**src/rtl/apb_pkg.sv**
```systemverilog
// apb_pkg: shared state encodings, default widths and counter sizing for the APB requester
package apb_pkg;

    localparam int APB_ADDR_WIDTH     = 32;
    localparam int APB_DATA_WIDTH     = 32;
    localparam int APB_TIMEOUT_CYCLES = 16;

    localparam logic [1:0] APB_IDLE   = 2'b00;
    localparam logic [1:0] APB_SETUP  = 2'b01;
    localparam logic [1:0] APB_ACCESS = 2'b10;
    localparam logic [1:0] APB_RESP   = 2'b11;

    typedef enum logic [1:0] {
        ST_IDLE   = APB_IDLE,
        ST_SETUP  = APB_SETUP,
        ST_ACCESS = APB_ACCESS,
        ST_RESP   = APB_RESP
    } apb_m_state_t;

    // Counter wide enough to hold the threshold itself; never narrower than one bit.
    function automatic int ctr_width(input int cycles);
        return (cycles < 1) ? 1 : $clog2(cycles + 1);
    endfunction

endpackage

```
**src/rtl/apb_timeout_ctr.sv**
```systemverilog
// apb_timeout_ctr: saturating wait-state counter that flags when the timeout threshold is reached
module apb_timeout_ctr
    import apb_pkg::*;
#(
    parameter int TIMEOUT_CYCLES = APB_TIMEOUT_CYCLES
) (
    input  logic pclk,
    input  logic presetn,
    input  logic clr,
    input  logic en,
    input  logic sat,
    output logic hit
);

    localparam int W = ctr_width(TIMEOUT_CYCLES);
    localparam logic [W-1:0] LIMIT = W'(TIMEOUT_CYCLES);
    localparam logic [W-1:0] MAX   = '1;

    logic [W-1:0] cnt;
    logic         at_top;

    // With sat high the count parks at the threshold; otherwise it parks at all-ones. It never wraps.
    assign at_top = sat ? (cnt == LIMIT) : (cnt == MAX);
    // A zero threshold disables the timeout entirely.
    assign hit = (TIMEOUT_CYCLES != 0) && (cnt == LIMIT);

    // Count enabled cycles until the parking value, clear has priority.
    always_ff @(posedge pclk or negedge presetn) begin
        if (!presetn)
            cnt <= '0;
        else if (clr)
            cnt <= '0;
        else if (en && !at_top)
            cnt <= cnt + 1'b1;
    end

endmodule

```
**src/rtl/apb_m_if.sv**
```systemverilog
// apb_m_if: single-outstanding command/response to APB requester with bounded wait-state timeout
module apb_m_if
    import apb_pkg::*;
#(
    parameter int ADDR_WIDTH     = APB_ADDR_WIDTH,
    parameter int DATA_WIDTH     = APB_DATA_WIDTH,
    parameter int TIMEOUT_CYCLES = APB_TIMEOUT_CYCLES
) (
    input  logic                  pclk,
    input  logic                  presetn,
    input  logic                  cmd_valid,
    output logic                  cmd_ready,
    input  logic                  cmd_write,
    input  logic [ADDR_WIDTH-1:0] cmd_addr,
    input  logic [DATA_WIDTH-1:0] cmd_wdata,
    output logic                  rsp_valid,
    input  logic                  rsp_ready,
    output logic [DATA_WIDTH-1:0] rsp_rdata,
    output logic                  rsp_err,
    output logic                  rsp_timeout,
    output logic [ADDR_WIDTH-1:0] paddr,
    output logic [DATA_WIDTH-1:0] pwdata,
    output logic                  pwrite,
    output logic                  psel,
    output logic                  penable,
    input  logic [DATA_WIDTH-1:0] prdata,
    input  logic                  pready,
    input  logic                  pslverr
);

    apb_m_state_t state, state_nx;
    logic         hit;
    logic         in_access;

    assign in_access = (state == ST_ACCESS);
    assign cmd_ready = (state == ST_IDLE);

    apb_timeout_ctr #(
        .TIMEOUT_CYCLES(TIMEOUT_CYCLES)
    ) u_ctr (
        .pclk   (pclk),
        .presetn(presetn),
        .clr    (state == ST_SETUP),
        .en     (in_access && !pready),
        .sat    (1'b1),
        .hit    (hit)
    );

    // Next-state decode; pready is checked before the timeout so a late completer still wins.
    always_comb begin
        state_nx = state;
        case (state)
            ST_IDLE:   state_nx = cmd_valid ? ST_SETUP : ST_IDLE;
            ST_SETUP:  state_nx = ST_ACCESS;
            ST_ACCESS: state_nx = (pready || hit) ? ST_RESP : ST_ACCESS;
            ST_RESP:   state_nx = rsp_ready ? ST_IDLE : ST_RESP;
            default:   state_nx = ST_IDLE;
        endcase
    end

    // State and bus strobes are registered from the next state so the APB side is glitch-free.
    always_ff @(posedge pclk or negedge presetn) begin
        if (!presetn) begin
            state     <= ST_IDLE;
            psel      <= 1'b0;
            penable   <= 1'b0;
            rsp_valid <= 1'b0;
        end else begin
            state     <= state_nx;
            psel      <= (state_nx == ST_SETUP) || (state_nx == ST_ACCESS);
            penable   <= (state_nx == ST_ACCESS);
            rsp_valid <= (state_nx == ST_RESP);
        end
    end

    // Request fields are latched once at acceptance and held for the whole transfer.
    always_ff @(posedge pclk or negedge presetn) begin
        if (!presetn) begin
            paddr  <= '0;
            pwrite <= 1'b0;
            pwdata <= '0;
        end else if (cmd_ready && cmd_valid) begin
            paddr  <= cmd_addr;
            pwrite <= cmd_write;
            pwdata <= cmd_write ? cmd_wdata : '0;
        end
    end

    // Response is captured on leaving ACCESS and held until the next transfer completes.
    always_ff @(posedge pclk or negedge presetn) begin
        if (!presetn) begin
            rsp_rdata   <= '0;
            rsp_err     <= 1'b0;
            rsp_timeout <= 1'b0;
        end else if (in_access && pready) begin
            rsp_rdata   <= pwrite ? '0 : prdata;
            rsp_err     <= pslverr;
            rsp_timeout <= 1'b0;
        end else if (in_access && hit) begin
            rsp_rdata   <= '0;
            rsp_err     <= 1'b1;
            rsp_timeout <= 1'b1;
        end
    end

endmodule

```
**config.mk**
```make
export PLATFORM = sky130hd
export DESIGN_NAME = apb_m_if
export DESIGN_NICKNAME = d
export VERILOG_FILES = /design/src/rtl/apb_pkg.sv /design/src/rtl/apb_timeout_ctr.sv /design/src/rtl/apb_m_if.sv
export SDC_FILE = /design/constraint.sdc
export NUM_CORES = 1
export LEC_CHECK = 0
export ABC_AREA = 0
export BUFFER_PORTS_ARGS = -buffer_cell sky130_fd_sc_hd__buf_4
export CORE_AREA = 2 2 115 95
export DETAILED_ROUTE_END_ITERATION = 7
export DIE_AREA = 0 0 117 97
export HOLD_SLACK_MARGIN = 0.06
export PLACE_DENSITY = 0.83
export SYNTH_ARGS = -nofsm -noshare
export SYNTH_HDL_FRONTEND = slang
export SYNTH_SLANG_ARGS = --single-unit
```
**constraint.sdc**
```tcl
create_clock -name pclk -period 2.31 [get_ports pclk]
set_clock_uncertainty 0.1 [all_clocks]
set_input_delay 0.462 -clock pclk [delete_from_list [all_inputs] [get_ports pclk]]
set_output_delay 0.462 -clock pclk [all_outputs]
set_load 0.005 [all_outputs]
```
==> metrics.txt <==
total net switching power between 0.002 and 0.003 W; diode insertion count for antenna repair 0; sequential fraction of the synthesis area 0.583; VDD IR max 0.628 mV; internal power ~0.0056 W; Worst Setup SP u_ctr.cnt[0]$_DFFE_PN0P_; count of vias placed by the detailed router about 3.7k; most frequent cell after synthesis sky130_fd_sc_hd__dfrtp_1; Post-layout nets about 700; sinks on the clock net 109; initial antenna violation count 0; placed cell areas 0.00631 sq mm; pre-CTS setup slack 0.395 ns; result of the run complete, no violations; most frequent cells after synthesis sky130_fd_sc_hd__dfrtp_1 (109), sky130_fd_sc_hd__nand2_1 (98), sky130_fd_sc_hd__inv_1 (38); number of nets with antenna violations after routing 0; number of buffers created by CTS 9; GR Overflow Total 0; number of enable-type register cells in the synthesized netlist 0; switch share 0.319; clock tree from TritonCTS yes; setup slack of the critical path after layout about 0.38 ns; FF-to-FF path depth 6; summed instance area of the synthesized netlist around 0.0047 sq mm; Hold WC Path Type input pin to asynchronous set/reset pin; Placed Instances 736; num rows 33; filler-free cell count of the finished design 752; biggest area contributors in the synthesized netlist sky130_fd_sc_hd__dfrtp_1 (58%), sky130_fd_sc_hd__mux2_4 (11%), sky130_fd_sc_hd__nand2_1 (7.9%), sky130_fd_sc_hd__o32ai_1 (6.0%), sky130_fd_sc_hd__o21ai_0 (3.5%); distinct cell type count after synthesis 33; floorplan core area 0.0101 sq mm; Clk pwr share 0.170; worst skew pair latency around 0.33 ns; CTS Root Buffer Type sky130_fd_sc_hd__clkbuf_16; maximum number of pins on one net before global-route repair 110; capture point of the worst reg-to-reg path rsp_rdata[4]$_DFFE_PN0P_; clock edge transition at the registers on the reported setup and hold paths ~0.070 ns; die extent in x 117 um; Synth Register Bits 109; slew at the pin with the worst max-slew slack about 0.57 ns; Pwr Density ~1300 mW/mm^2; hold-fix buffer count after cts 0; Clock Path Buffers 2; end point of the critical path rsp_rdata[4]$_DFFE_PN0P_; first-pass GRT wire length 18.5 mm; DR pass1 iterations 4; post-route setup TNS 0 ns; number of global-route vias before repair ~3.7k; category of the worst setup path capture point register; critical path data required time 2.40 ns; critical-path maximum fanout 33; Routability Congestion 0.779; Post-Syn Instances 414; Highest Clock Rate 518 MHz; area delta synth->final 40.6%; count of buffers inserted at the top-level ports 205; slack of the worst reg-to-reg path 0.38 ns; count of boundary I/O pins about 210; Rel. slew slack 0.622; arrival time worst endpoint 2.02 ns; setup repair after global routing missed its margin false; effective utilization at floorplan 0.463; cell type contributing the most total cell area after synthesis sky130_fd_sc_hd__dfrtp_1; H-Tree Level Count 3; FFs w/ async S/R, synth 1.00; number of synthesis warnings 0; syn nets 521; routed length per placed instance ~15 um; final setup violation count 0; total setup buffers inserted after CTS 0; sum of routed wire length over all layers between 10 and 15 mm; type of element launching the critical path register; DIE AREA about 0.011 sq mm; post-cts gate resize count 0; ordered cell list for the critical path inv_1, ha_1, nor4bb_4, and3_1, buf_4, o32ai_1; global router's overall resource usage 0.205; Initial DRC Count 289; die height 97 um; area of all placed cells without fillers 0.00658 sq mm; fraction of the cycle the final worst path needs 0.836; maximum single-stage delay on the critical path around 0.44 ns; number of inserted filler cells in the final layout 812; number of remaining DRC errors 0; FF-to-FF Start u_ctr.cnt[0]$_DFFE_PN0P_; leakage power figure 3.50 nW; proportion of netlist area held by the largest area contributor 0.583; Most used DFF post-synth sky130_fd_sc_hd__dfrtp_1; Period minus WS final between 1.5 and 2 ns; max-slew violations 0; WS Path Type register to register; number of hold violations in the final report 0; sequential power share 0.422; placed wire-length estimate after detailed placement approximately 8.4 mm; MaxCap Viol Count 0; slowest stage cell on the critical path sky130_fd_sc_hd__dfrtp_1; detail-routed via count per cell ~5; Comb pwr share 0.407; post-synthesis average cell area 11.3 sq um; ratio of cells with drive above 1 in the final layout 0.431
## state kept, by name, summed over array words and instances (netlist names)
name	count
paddr	32
pwdata	32
rsp_rdata	32
u_ctr.cnt	5
state	2
penable	1
psel	1
pwrite	1
rsp_err	1
rsp_timeout	1
rsp_valid	1
## routing by layer
layer | up-vias | part of all wire | global-route usage
li1 | 1787 | - | -
met5 | - | 0 | 0
met1 | 1758 | 0.42 | 0.266
met2 | 160 | 0.50 | 0.342
met4 | 0 | 0.012 | 0.0534
met3 | 14 | 0.072 | 0.0508
## layout make-up
| cell class | instances | area [sq um] | area share |
|---|---|---|---|
| clock inverters | 4 | 33.8 | 0.00513 |
| clock buffers | 12 | 236 | 0.0359 |
| flip-flops and latches | 109 | 2730 | 0.414 |
| well taps | 140 | 175 | 0.0266 |
| inverters | 38 | 143 | 0.0217 |
| multi-input cells | 235 | 1620 | 0.247 |
| repair buffers | 214 | 1640 | 0.250 |
## placed cells by master, fill, tap and decap left out, drive strengths merged, types with 3 or more instances in the layout
| cell | n |
|---|---|
| dfrtp | 109 |
| o21ai | 33 |
| mux2 | 33 |
| ha | 4 |
| buf | 214 |
| clkbuf | 12 |
| nor2 | 5 |
| and3 | 3 |
| inv | 39 |
| o32ai | 32 |
| nand2 | 98 |
## worst min path at each step
| stage | startpoint | end | slack (ns) | cells past startpoint |
|---|---|---|---|---|
| after floorplan | presetn | paddr[0]$_DFFE_PN0P_ | 0.07 | 0 |
| after global placement | pwdata[19]$_DFFE_PN0P_ | pwdata[19]$_DFFE_PN0P_ | 0.36 | 2 |
| after detailed placement | pwdata[19]$_DFFE_PN0P_ | pwdata[19]$_DFFE_PN0P_ | 0.37 | 2 |
| after CTS | presetn | rsp_rdata[19]$_DFFE_PN0P_ | 0.13 | 2 |
| after global routing | presetn | rsp_rdata[1]$_DFFE_PN0P_ | 0.15 | 2 |
| final | presetn | rsp_rdata[1]$_DFFE_PN0P_ | 0.1 | 2 |
## through the flow
step	power [W]	hold slack, ns	util
floorplan	0.00492	0.0664	-
global placement	0.00671	0.364	0.624
detailed placement	0.00689	0.372	0.624
CTS	0.00833	0.130	0.651
global route	0.00881	0.153	0.651
finish	0.00824	0.0957	0.651
## cells by family (layout without fill, tap and decap cells)
| kind of cell | count (synthesis) | count (layout) | synth area share |
|---|---|---|---|
| adders and majority gates | 4 | 4 | 0.0107 |
| and+or+nand+nor | 119 | 119 | 0.110 |
| buffers and inverters | 70 | 268 | 0.0711 |
| muxes | 33 | 33 | 0.106 |
| DFF | 109 | 109 | 0.583 |
| AOI/OAI and AO/OA | 79 | 79 | 0.120 |
## critical path: cells and delay by family (launching register included)
kind | cells | cell delay [ns]
and+or+nand+nor | 2 | 0.52
DFF | 1 | 0.44
buffers and inverters | 2 | 0.42
adders and majority gates | 1 | 0.15
AOI/OAI and AO/OA | 1 | 0.14
## power by group through the flow
stage | clock, W | combinational (W) | sequential (W)
after detailed placement | 0 | 0.00340 | 0.00349
after global placement | 0 | 0.00327 | 0.00344
after floorplan | 0 | 0.00152 | 0.00340
final | 0.00140 | 0.00336 | 0.00348
after global routing | 0.00153 | 0.00367 | 0.00361
after CTS | 0.00145 | 0.00340 | 0.00348
No activity file was read; power rests on OpenSTA's default activity.
